==> config.mk <==
export PLATFORM = sky130hd
export DESIGN_NAME = led_seg7_scan_driver
export DESIGN_NICKNAME = d
export VERILOG_FILES = /design/src/rtl/led_seg7_scan_driver.sv
export SDC_FILE = /design/constraint.sdc
export NUM_CORES = 1
export LEC_CHECK = 0
export BUFFER_PORTS_ARGS = -buffer_cell sky130_fd_sc_hd__buf_2
export CORE_MARGIN = 8
export CORE_UTILIZATION = 45
export DETAILED_ROUTE_END_ITERATION = 7
export GPL_ROUTABILITY_DRIVEN = 0
export GPL_TIMING_DRIVEN = 0
export PLACE_DENSITY = 0.65
export SLEW_MARGIN = 20
export SYNTH_ARGS = -nofsm -noshare
export SYNTH_HDL_FRONTEND = slang
export SYNTH_SLANG_ARGS = --single-unit
==> constraint.sdc <==
create_clock -name pclk -period 8.3 [get_ports pclk]
set_clock_uncertainty 0.1 [all_clocks]
set_input_delay 0.415 -clock pclk [delete_from_list [all_inputs] [get_ports pclk]]
set_output_delay 0.415 -clock pclk [all_outputs]
set_load 0.01 [all_outputs]
==> src/rtl/led_seg7_scan_driver.sv <==
// Eight-digit hex seven-segment scan driver for the APB LED value register.
// Per-frame snapshot, dark interval at every digit change, optional leading-zero blanking.
module led_seg7_scan_driver #(
  parameter int CLK_DIV    = 50000,
  parameter int BLANK      = 16,
  parameter bit ACTIVE_LOW = 1'b1
) (
  input  logic        pclk,
  input  logic        presetn,
  input  logic [31:0] ledNumIn,
  input  logic [7:0]  dp_en,
  input  logic        lzb_en,
  output logic [6:0]  seg,
  output logic        dp,
  output logic [7:0]  an,
  output logic        frame_start
);

  localparam int CW = (CLK_DIV > 1) ? $clog2(CLK_DIV) : 1;
  localparam logic [CW-1:0] DIV_MAX = CW'(CLK_DIV - 1);
  localparam logic [CW-1:0] BLANK_C = CW'(BLANK);

  logic [CW-1:0] div_cnt_r;
  logic [2:0]    dig_r;
  logic [31:0]   snap_val_r;
  logic [7:0]    snap_dp_r;
  logic          snap_lzb_r;
  logic          started_r;
  logic [7:0]    an_r;
  logic [6:0]    seg_r;
  logic          dp_r;
  logic          frame_start_r;

  logic          slot_end_s;
  logic          frame_end_s;
  logic [3:0]    nib_s;
  logic [31:0]   upper_s;
  logic          lzb_hide_s;
  logic [7:0]    an_s;
  logic [6:0]    seg_s;
  logic          dp_s;

  function automatic logic [6:0] hex_to_seg(input logic [3:0] nib);
    logic [6:0] code;
    case (nib)
      4'h0: code = 7'h3F;
      4'h1: code = 7'h06;
      4'h2: code = 7'h5B;
      4'h3: code = 7'h4F;
      4'h4: code = 7'h66;
      4'h5: code = 7'h6D;
      4'h6: code = 7'h7D;
      4'h7: code = 7'h07;
      4'h8: code = 7'h7F;
      4'h9: code = 7'h6F;
      4'hA: code = 7'h77;
      4'hB: code = 7'h7C;
      4'hC: code = 7'h39;
      4'hD: code = 7'h5E;
      4'hE: code = 7'h79;
      4'hF: code = 7'h71;
      default: code = 7'h00;
    endcase
    return code;
  endfunction

  // Slot and frame boundary detection
  always_comb begin
    slot_end_s  = (div_cnt_r == DIV_MAX);
    frame_end_s = slot_end_s && (dig_r == 3'd7);
  end

  // Active-high digit rendering from the current scan state and snapshot
  always_comb begin
    nib_s      = snap_val_r[{dig_r, 2'b00} +: 4];
    upper_s    = snap_val_r >> {dig_r, 2'b00};
    lzb_hide_s = snap_lzb_r && (dig_r != 3'd0) && (upper_s == 32'h0000_0000);
    an_s       = 8'h00;
    seg_s      = 7'h00;
    dp_s       = 1'b0;
    if ((div_cnt_r >= BLANK_C) && !lzb_hide_s) begin
      an_s  = 8'h01 << dig_r;
      seg_s = hex_to_seg(nib_s);
      dp_s  = snap_dp_r[dig_r];
    end else begin
      an_s  = 8'h00;
      seg_s = 7'h00;
      dp_s  = 1'b0;
    end
  end

  // Divider, digit index and frame snapshot; the snapshot reloads on the 7->0 wrap
  always_ff @(posedge pclk or negedge presetn) begin
    if (!presetn) begin
      div_cnt_r  <= '0;
      dig_r      <= 3'd0;
      snap_val_r <= 32'h0000_0000;
      snap_dp_r  <= 8'h00;
      snap_lzb_r <= 1'b0;
      started_r  <= 1'b0;
    end else begin
      if (slot_end_s) begin
        div_cnt_r <= '0;
        dig_r     <= dig_r + 3'd1;
      end else begin
        div_cnt_r <= div_cnt_r + CW'(1'b1);
      end
      if (frame_end_s) begin
        snap_val_r <= ledNumIn;
        snap_dp_r  <= dp_en;
        snap_lzb_r <= lzb_en;
        started_r  <= 1'b1;
      end
    end
  end

  // Registered pin drivers; the frame pulse is withheld for the frame entered from reset
  always_ff @(posedge pclk or negedge presetn) begin
    if (!presetn) begin
      an_r          <= {8{ACTIVE_LOW}};
      seg_r         <= {7{ACTIVE_LOW}};
      dp_r          <= ACTIVE_LOW;
      frame_start_r <= 1'b0;
    end else begin
      an_r          <= an_s ^ {8{ACTIVE_LOW}};
      seg_r         <= seg_s ^ {7{ACTIVE_LOW}};
      dp_r          <= dp_s ^ ACTIVE_LOW;
      frame_start_r <= started_r && (dig_r == 3'd0) && (div_cnt_r == '0);
    end
  end

  assign an          = an_r;
  assign seg         = seg_r;
  assign dp          = dp_r;
  assign frame_start = frame_start_r;

endmodule

==> Yosys cells after proc, flatten, opt, wreduce, memory -nomap -nowiden <==
Memory sizes are Yosys's and may differ from the RTL's.
Cells that the tools add are included.
{ "classes": {"order_cmp": 2, "n_bitwise": 3, "div": 0, "eq_ne": 2, "muxes": 6, "n_reduce_logical": 11, "addsub": 2, "multipliers": 0, "shift": 3} }
{ "op_table": {"columns": ["op", "n"], "rows": [
  ["$logic_not 32->1", 1],
  ["$shiftx 32x6->4", 1],
  ["$shr 32x5->32", 1],
  ["$add 16x1->16 const B", 1],
  ["$eq 16x16->1 const B", 1],
  ["$ge 16x5->1 const B", 1],
  ["$logic_not 16->1", 1],
  ["$mux 16", 1],
  ["$mux 8", 1],
  ["$not 8->8", 1],
  ["$shl 1x3->8 const A", 1],
  ["$mux 7", 1],
  ["$not 7->7", 1],
  ["$logic_and 1x1->1", 6],
  ["$lt 3x4->1 const B", 1],
  ["$add 3x1->3 const B", 1],
  ["$bmux 1 s3", 1],
  ["$eq 3x3->1 const B", 1],
  ["$logic_not 3->1", 1],
  ["$reduce_bool 3->1", 1],
  ["$mux 1", 2],
  ["$logic_not 1->1", 1],
  ["$not 1->1", 1]
]} }
{ "totals": {"rom_bits": 112, "output_inout_bits": 17, "latchBits": 0, "reg_bits": 78, "inputBits": 43, "n_memories": 1, "ramBits": 0, "elab_cells": 40} }
{ "memory_table": {"columns": ["name", "depth", "width", "read_ports", "rd_clocked_by_memory_dff", "wr", "line", "rtl"], "rows": [
  ["(name not given)", 16, 7, 1, 0, 0, "45", "case (nib)"]
]} }

==> Logic depth before layout (Yosys ltp) <==
Gate-level depths: netlist (run 1).
{ "logic_depth": {"depth_word": 7, "mapped_depth": 10, "mapped_depth_nobuf": 8} }

==> Worst setup path before layout (run 1) <==
Ideal clock, no wire load.
{ "synth_timing": {"path_kind": "register to register", "startpoint": "register dig_r[0]", "endpoint": "register seg_r[0] (netlist: seg[0])", "slack_ps": 5572, "setup_ps": 74, "required_ps": 8126, "arrival_ps": 2554, "path_stages_with_launch": 10, "period_less_slack_ps": 2728, "cell_sequence": "dfrtp_1 -> buf_6 -> mux4_2 -> mux2i_1 -> ha_1 -> nand3b_1 -> a311oi_2 -> a31oi_4 -> buf_6 -> o22ai_2"} }
{ "synth_between": {"elab_chain_len": 7} }
{ "synth_lines": {"columns": ["element", "line", "rtl"], "rows": [
  ["from (decl)", "24", "logic [2:0] dig_r;"],
  ["from (signal assigned)", "104", "dig_r <= dig_r + 3'd1;"],
  ["parallel branches: the longest is 5 deep, another holds $mem_v2 16x7", null, null],
  ["$mux 7 *", "81", "if ((div_cnt_r >= BLANK_C) && !lzb_hide_s) begin"],
  ["$not 7->7 (no source line) *", null, null],
  ["to (signal assigned)", "121", "seg_r <= {7{ACTIVE_LOW}};"],
  ["to (signal assigned)", "126", "seg_r <= seg_s ^ {7{ACTIVE_LOW}};"],
  ["to (decl)", "30", "logic [6:0] seg_r;"]
]} }
Every way passes the cells marked *.
A chain may end at the register's enable or synchronous reset.

==> Worst setup path after layout (run 1) <==
Same ends and word-level chain as after synthesis.

==> metrics.cfg, run 1 <==
[place]
hpwlAfterDp_um=6500
placement.io_buffers=59
detailed_place.area_um2=4450

[logic_synthesis]
synth-edff-count=0
yosysSeqAreaShare_pct=49.5
yosys_warnings=0
netlist_top_cells_area=sky130_fd_sc_hd__dfrtp_1 39%, sky130_fd_sc_hd__mux2_1 12%, sky130_fd_sc_hd__dfstp_2 11%
yosys.area.top_type_share_pct=38.9
synth.avg_cell_area_um2=12.7
synth_flop_cell=sky130_fd_sc_hd__dfrtp_1
mapped_nets=371
synth_area_um2=3990
post_synth_inst_count=314
synth.distinct_cells=53
asyncSetResetFlopFracSynth_pct=100
netlist.top_cell.by_area=sky130_fd_sc_hd__dfrtp_1
ys_seq_elements=78

[timing]
max_slew_margin_pct=53.1
clock.fmax_mhz=322
slew_viol_final=0
setup-tns-final_ps=0
grt_setup_unrepaired=false
layout_worst_path_cycle_share_pct=37.4
setup_viol_count_final=0
report.final.hold_viol_count=0
worst-slew-pin-transition_ps=698
minimum_clock_period_ps=3110

[cells_and_area]
syn2layout_area_growth_pct=18.2
antennaDiodeCount=0
layout.cell_area.non_filler_um2=4710
nNetsFinal=443
postLayoutCoreUtil_pct=54.3
drive_gt1_share_pct=32.2

[route]
finalWirelength_um=8480
via_count=2712
route.antenna.remaining_nets=0
routed_via_density=5.43
drcViolationCount=0
drt_iter0_drc=95
tritonroute_pass_1_iters=4
drt-wirelength-per-cell_um=17.0

[grt]
grt_first_pass_wirelength_um=14400
grt_pass1_vias=2860
initial_antenna_violation_count=0
grt-ovfl-total=0
grtUsageTotal_pct=15.3
grt_max_degree=50

[clock_tree]
worstSkewPairLatency_ps=350
tritoncts=yes
cts_post_setup_buffers_inserted=0
ctsHtreeMaxLevel=3
tritoncts.num_buffers=9
clk_pin_slew_worst_paths_ps=90
cts_buffer_depth=2
clockRootBuffer=sky130_fd_sc_hd__clkbuf_8
tritoncts_num_sinks=78

[critical_path]
setup.worst_path.class=register to register
worst_ep_arrival_time_ps=3290
regToRegSetupSlack_ps=5190
worst_setup_path_start_kind=register
rr_startpoint=dig_r[0]$_DFFE_PN0N_
r2r_cells=9
worst_setup_path_startpoint=dig_r[0]$_DFFE_PN0N_
worstPathRequired_ps=8480
critical_path.reg2reg.endpoint=seg[0]$_DFF_PN1_
setup.worst_path.end_class=register
worst-path-max-fanout=10

[pwr]
static-leakage-power_nw=2.11
worst_ir_drop_vdd_mv=0.0605
p_per_area_nw_per_um2=174

[floorplanning]
placementRows=34
design.portCount=60
core_region_area_um2=8680
die-height_um=110
dieArea_um2=12100
start_util_pct=45.9
die_x_um=110

[worst_hold_path]
min_delay_worst_endpoint=snap_val_r[28]$_DFFE_PN0P_
holdPathStages=2
hold_path_startpoint=ledNumIn[28]
min_path_type=input pin to register

[job]
number_of_maximum_capacitance_constraint_violations=0

[status]
run_status=finished clean

[routing by layer]
metal  global-route usage [%]  vias to the layer above  part of all wire, %
li1                         -                     1288                    -
met1                     20.3                     1317                   46
met2                     23.1                       95                   46
met3                     3.55                       12                  6.2
met4                     7.42                        0                  2.0
met5                        0                        -                    0
[placed cells by master, fill, tap and decap left out, drive strengths merged, types with 2 or more instances in the layout]
master	Yosys	layout
nand2	13	13
mux2i	8	8
nor2	26	26
inv	10	12
nor3	12	12
nand3	12	12
nor4	7	7
dfrtp	62	62
clkbuf	1	11
a311oi	2	2
a22oi	5	5
ha	14	14
xnor2	6	6
dfstp	16	16
mux4	11	11
clkinv	1	2
o211ai	2	2
a21oi	3	3
nor2b	3	3
buf	12	72
o22ai	4	4
bufinv	0	3
nand4	2	2
o21ai	12	12
xor2	9	9
mux2	43	43
[sequential cells by signal (all words and copies together) (netlist names), 3 cells and up]
| register | count |
|---|---|
| snap_val_r | 32 |
| div_cnt_r | 16 |
| an | 8 |
| snap_dp_r | 8 |
| seg | 7 |
| dig_r | 3 |
[metrics by stage]
step,total power [mW],worst slack [ps],hold WS [ps],std cells
floorplan,0.439,5570,19.4,314
global placement,0.466,5220,363,481
detailed placement,0.470,5180,279,482
CTS,0.831,5160,144,499
global route,0.858,4920,147,499
finish,0.819,5190,166,499
[area by class of cell]
| class | instances | area [um2] |
|---|---|---|
| fill | 780 | 3970 |
| sequential | 78 | 1970 |
| multi-input combinational | 212 | 1880 |
| timing repair buffer | 61 | 335 |
| clock buffer | 10 | 138 |
| tap | 108 | 135 |
| clock inverter | 6 | 116 |
| buffer | 13 | 88.8 |
| inverter | 11 | 43.8 |
[critical path, stage by stage (launching register included)]
cell and delay [ps]:
sky130_fd_sc_hd__dfrtp_1 450, sky130_fd_sc_hd__buf_6 190, sky130_fd_sc_hd__mux4_2 500, sky130_fd_sc_hd__mux2i_1 510, sky130_fd_sc_hd__ha_1 290, sky130_fd_sc_hd__nand3b_1 110, sky130_fd_sc_hd__a311oi_2 320, sky130_fd_sc_hd__a31oi_4 190
sky130_fd_sc_hd__buf_6 200, sky130_fd_sc_hd__o22ai_2 170
[worst max path at each step]
stage,to
finish,seg[0]$_DFF_PN1_
global route,seg[0]$_DFF_PN1_
CTS,seg[0]$_DFF_PN1_
detailed placement,seg[0]$_DFF_PN1_
global placement,seg[0]$_DFF_PN1_
floorplan,seg[0]$_DFF_PN1_
[what timing repair did]
item | CTS | global route
gates resized for setup | 0 | 0
hold buffers | 1 | 0
endpoints found under the hold margin | 27 | 0
[Yosys cell counts (2+ instances only)]
cell	instances
sky130_fd_sc_hd__mux2_1	42
sky130_fd_sc_hd__nor3_1	12
sky130_fd_sc_hd__nand4_1	2
sky130_fd_sc_hd__mux2i_1	7
sky130_fd_sc_hd__o21ai_0	3
sky130_fd_sc_hd__a21oi_1	3
sky130_fd_sc_hd__xnor2_1	6
sky130_fd_sc_hd__buf_2	8
sky130_fd_sc_hd__nand2_1	12
sky130_fd_sc_hd__o21ai_2	5
sky130_fd_sc_hd__nor2_1	26
sky130_fd_sc_hd__nor2b_1	3
sky130_fd_sc_hd__dfrtp_1	62
sky130_fd_sc_hd__nor4_1	6
sky130_fd_sc_hd__nand3_1	12
sky130_fd_sc_hd__o22ai_1	2
sky130_fd_sc_hd__mux4_2	6
sky130_fd_sc_hd__o211ai_1	2
sky130_fd_sc_hd__mux4_1	5
sky130_fd_sc_hd__a311oi_2	2
sky130_fd_sc_hd__ha_1	14
sky130_fd_sc_hd__o21ai_1	4
sky130_fd_sc_hd__dfstp_2	16
sky130_fd_sc_hd__xor2_1	9
sky130_fd_sc_hd__o22ai_2	2
sky130_fd_sc_hd__inv_1	9
sky130_fd_sc_hd__a22oi_1	5
sky130_fd_sc_hd__buf_6	4
[where the power goes]
| part | total [mW] | switching [mW] | leakage [nW] | internal (mW) |
|---|---|---|---|---|
| Combinational | 0.0562 | 0.0278 | 1.06 | 0.0284 |
| Sequential | 0.406 | 0.0101 | 0.924 | 0.396 |
| Clock | 0.357 | 0.146 | 0.127 | 0.211 |
| Total | 0.819 | 0.184 | 2.11 | 0.635 |
[logic make-up after synthesis]
kind of cell	synth area share (%)
buffers and inverters	3.33
XOR/XNOR	3.29
multiplexers	21.1
flip-flops	49.5
AND/OR/NAND/NOR	10.7
adder cells (fa/ha/maj)	4.39
AO/OA/AOI/OAI	7.66
Power figures use the tool's default switching activity.
==> run 2, diff against run 1 <==
--- a/config.mk
+++ b/config.mk
@@ -11,7 +11,7 @@
 export DETAILED_ROUTE_END_ITERATION = 7
 export GPL_ROUTABILITY_DRIVEN = 0
 export GPL_TIMING_DRIVEN = 0
-export PLACE_DENSITY = 0.65
+export PLACE_DENSITY = 0.68
 export SLEW_MARGIN = 20
 export SYNTH_ARGS = -nofsm -noshare
 export SYNTH_HDL_FRONTEND = slang
==> constraint.sdc (replaced) <==
create_clock -name pclk -period 2.53 [get_ports pclk]
set_clock_uncertainty 0.1 [all_clocks]
set_input_delay 0.1265 -clock pclk [delete_from_list [all_inputs] [get_ports pclk]]
set_output_delay 0.1265 -clock pclk [all_outputs]
set_load 0.01 [all_outputs]
==> run 2 against run 1 <==
Compared with the run above: the run now ends with setup timing left; sequential share of layout area is 4.3 points lower; via count is 9.3% higher; critical path depth stayed put; die area stayed put.
==> metrics.cfg, run 2 (synthesis results as in run 1) <==
[clock_tree]
tritoncts_num_sinks=78  ; unchanged
cts_buffer_depth=2  ; unchanged
worstSkewPairLatency_ps=360  ; about the same
tritoncts=yes
tritoncts.num_buffers=9  ; unchanged
clockRootBuffer=sky130_fd_sc_hd__clkbuf_8
ctsHtreeMaxLevel=3  ; unchanged
clk_pin_slew_worst_paths_ps=90  ; about the same

[cells_and_area]
final_cell_mix=64 x sky130_fd_sc_hd__buf_2, 61 x sky130_fd_sc_hd__dfrtp_1, 42 x sky130_fd_sc_hd__mux2_1, 42 x sky130_fd_sc_hd__dlygate4sd3_1, 26 x sky130_fd_sc_hd__nor2_1
most_flop_heavy_register=snap_val_r
nNetsFinal=494  ; +12%
antennaDiodeCount=0  ; unchanged
largest_reg_flops=32  ; unchanged
layout.cell_area.non_filler_um2=5250  ; +11%
layout_top_registers=snap_val_r x32, div_cnt_r x16
drive_gt1_share_pct=33.0  ; +0.81 points
instances_no_fill=550  ; +10%
layout_commonest_cell=sky130_fd_sc_hd__buf_2
syn2layout_area_growth_pct=31.7

[critical_path]
worst_setup_path_start_kind=register
worst_ep_arrival_time_ps=2780  ; -510 ps
setup.worst_path.class=register to register
worstPathBufferInverterCount=2  ; unchanged
timing.critical_path.cells=buf_8 -> mux4_2 -> mux2i_4 -> ha_2 -> nand3b_1 -> a311oi_2 -> a31oi_4 -> buf_4 -> o21ai_2
regToRegSetupSlack_ps=-60  ; -5260 ps
critical_path.reg2reg.endpoint=seg[5]$_DFF_PN1_
worstPathRequired_ps=2720  ; -5760 ps
critPathMaxStageDelay_ps=550  ; +40 ps
worst-path-max-fanout=8  ; -2
setup.worst_path.end=seg[5]$_DFF_PN1_
rr_startpoint=dig_r[0]$_DFFE_PN0N_
r2r_cells=9  ; unchanged
worst_setup_path_startpoint=dig_r[0]$_DFFE_PN0N_
cp_num_cells=9  ; unchanged
setup.worst_path.end_class=register
cp_slowest_cell=sky130_fd_sc_hd__mux4_2
worst_path_top_cell_family_by_delay=multiplexers

[job]
number_of_maximum_capacitance_constraint_violations=0  ; unchanged

[timing]
report.final.hold_viol_count=0  ; unchanged
max_slew_margin_pct=44.6  ; -8.5 points
worst-slew-pin-transition_ps=825  ; +126 ps
minimum_clock_period_ps=2590  ; -514 ps
worst_slack_ps=-61.3  ; -5260 ps
setup_viol_count_final=12  ; +12
setup-tns-final_ps=-423  ; -423 ps
grt_setup_unrepaired=true
clock.fmax_mhz=386  ; +20%
hold_ws_ps=151  ; -15.0 ps
slew_viol_final=0  ; unchanged
layout_worst_path_cycle_share_pct=102  ; +65 points

[pwr]
p_per_area_nw_per_um2=504  ; +190%
static-leakage-power_nw=2.31  ; +9.5%
worst_ir_drop_vdd_mv=0.324  ; +440%

[grt]
grt_first_pass_wirelength_um=15100  ; +4.6%
grt-ovfl-total=0  ; unchanged
initial_antenna_violation_count=0  ; unchanged
grt_pass1_vias=3028  ; +5.9%
grt_max_degree=50  ; unchanged
grtUsageTotal_pct=16.0  ; +0.74 points

[route]
drt_iter0_drc=122  ; +28%
via_count=2965  ; +9.3%
drcViolationCount=0  ; unchanged
routed_via_density=5.39  ; -0.81%
route.antenna.remaining_nets=0  ; unchanged
drt-wirelength-per-cell_um=16.8  ; -1.4%
finalWirelength_um=9210  ; +8.7%
tritonroute_pass_1_iters=6  ; +2

[status]
run_status=finished with violations
violations=setup timing

[place]
placement.io_buffers=59  ; unchanged
dp_cells=482  ; unchanged
hpwlAfterDp_um=6430  ; -1.1%
detailed_place.area_um2=4470  ; +0.56%

[floorplanning]
core_region_area_um2=8680  ; unchanged
design.portCount=60  ; unchanged
start_util_pct=45.9  ; unchanged
die-height_um=110  ; unchanged
dieArea_um2=12100  ; unchanged
die_x_um=110  ; unchanged
placementRows=34  ; unchanged

[worst_hold_path]
min_path_type=input pin to asynchronous set/reset pin

[run 2: changes by cell type in the layout (fill, tap and decap cells not counted), sizes merged]
cell / change
clkinv: +2
dlygate4sd3: +41
inv: -1
buf: +10
bufinv: -1
[run 2: worst min path at each step]
stage / from / to
after floorplan: presetn / dig_r[0]$_DFFE_PN0N_
after global placement: ledNumIn[3] / snap_val_r[3]$_DFFE_PN0P_
after detailed placement: presetn / snap_dp_r[7]$_DFFE_PN0P_
after CTS: presetn / snap_dp_r[7]$_DFFE_PN0P_
after global routing: presetn / snap_dp_r[7]$_DFFE_PN0P_
final: presetn / snap_dp_r[7]$_DFFE_PN0P_
[run 2: layer usage]
metal  global-route usage [%]  wire (um)
met1                     20.2       3990
met2                     26.2       4530
met3                     4.42        543
met4                     5.04        156
met5                        0          0
[run 2: timing repair]
action,4_1_cts,5_1_grt
gates cloned,1,0
hold buffers,42,0
resized for setup,9,7
endpoints found under the hold margin,105,0
setup buffers,6,4
endpoints found under the setup margin,16,55
pin swaps,9,5
[run 2: final cells by class]
class	instances	area, um2
plain buffers	12	90.1
clock buffers	10	138
clock inverters	6	93.8
fillers	705	3430
inverters	11	45.0
multi-input cells	212	1940
flip-flops and latches	78	1970
well taps	108	135
repair buffers	113	836
[run 2: through the flow]
| step | total power, mW | utilization (%) | worst slack [ps] |
|---|---|---|---|
| 2_1_floorplan | 1.44 | - | 33.6 |
| 3_3_place_gp | 1.53 | 51.2 | -258 |
| 3_5_place_dp | 1.55 | 51.5 | -308 |
| 4_1_cts | 2.68 | 59.8 | -63.8 |
| 5_1_grt | 2.76 | 60.5 | -114 |
| 6_report | 2.65 | 60.5 | -61.3 |
[run 2: power breakdown]
part / leakage, nW / total, mW / switching, mW / internal, mW
clock: 0.118 / 1.07 / 0.481 / 0.591
sequential: 0.923 / 1.33 / 0.0343 / 1.30
combinational: 1.27 / 0.246 / 0.105 / 0.141
total: 2.31 / 2.65 / 0.620 / 2.03
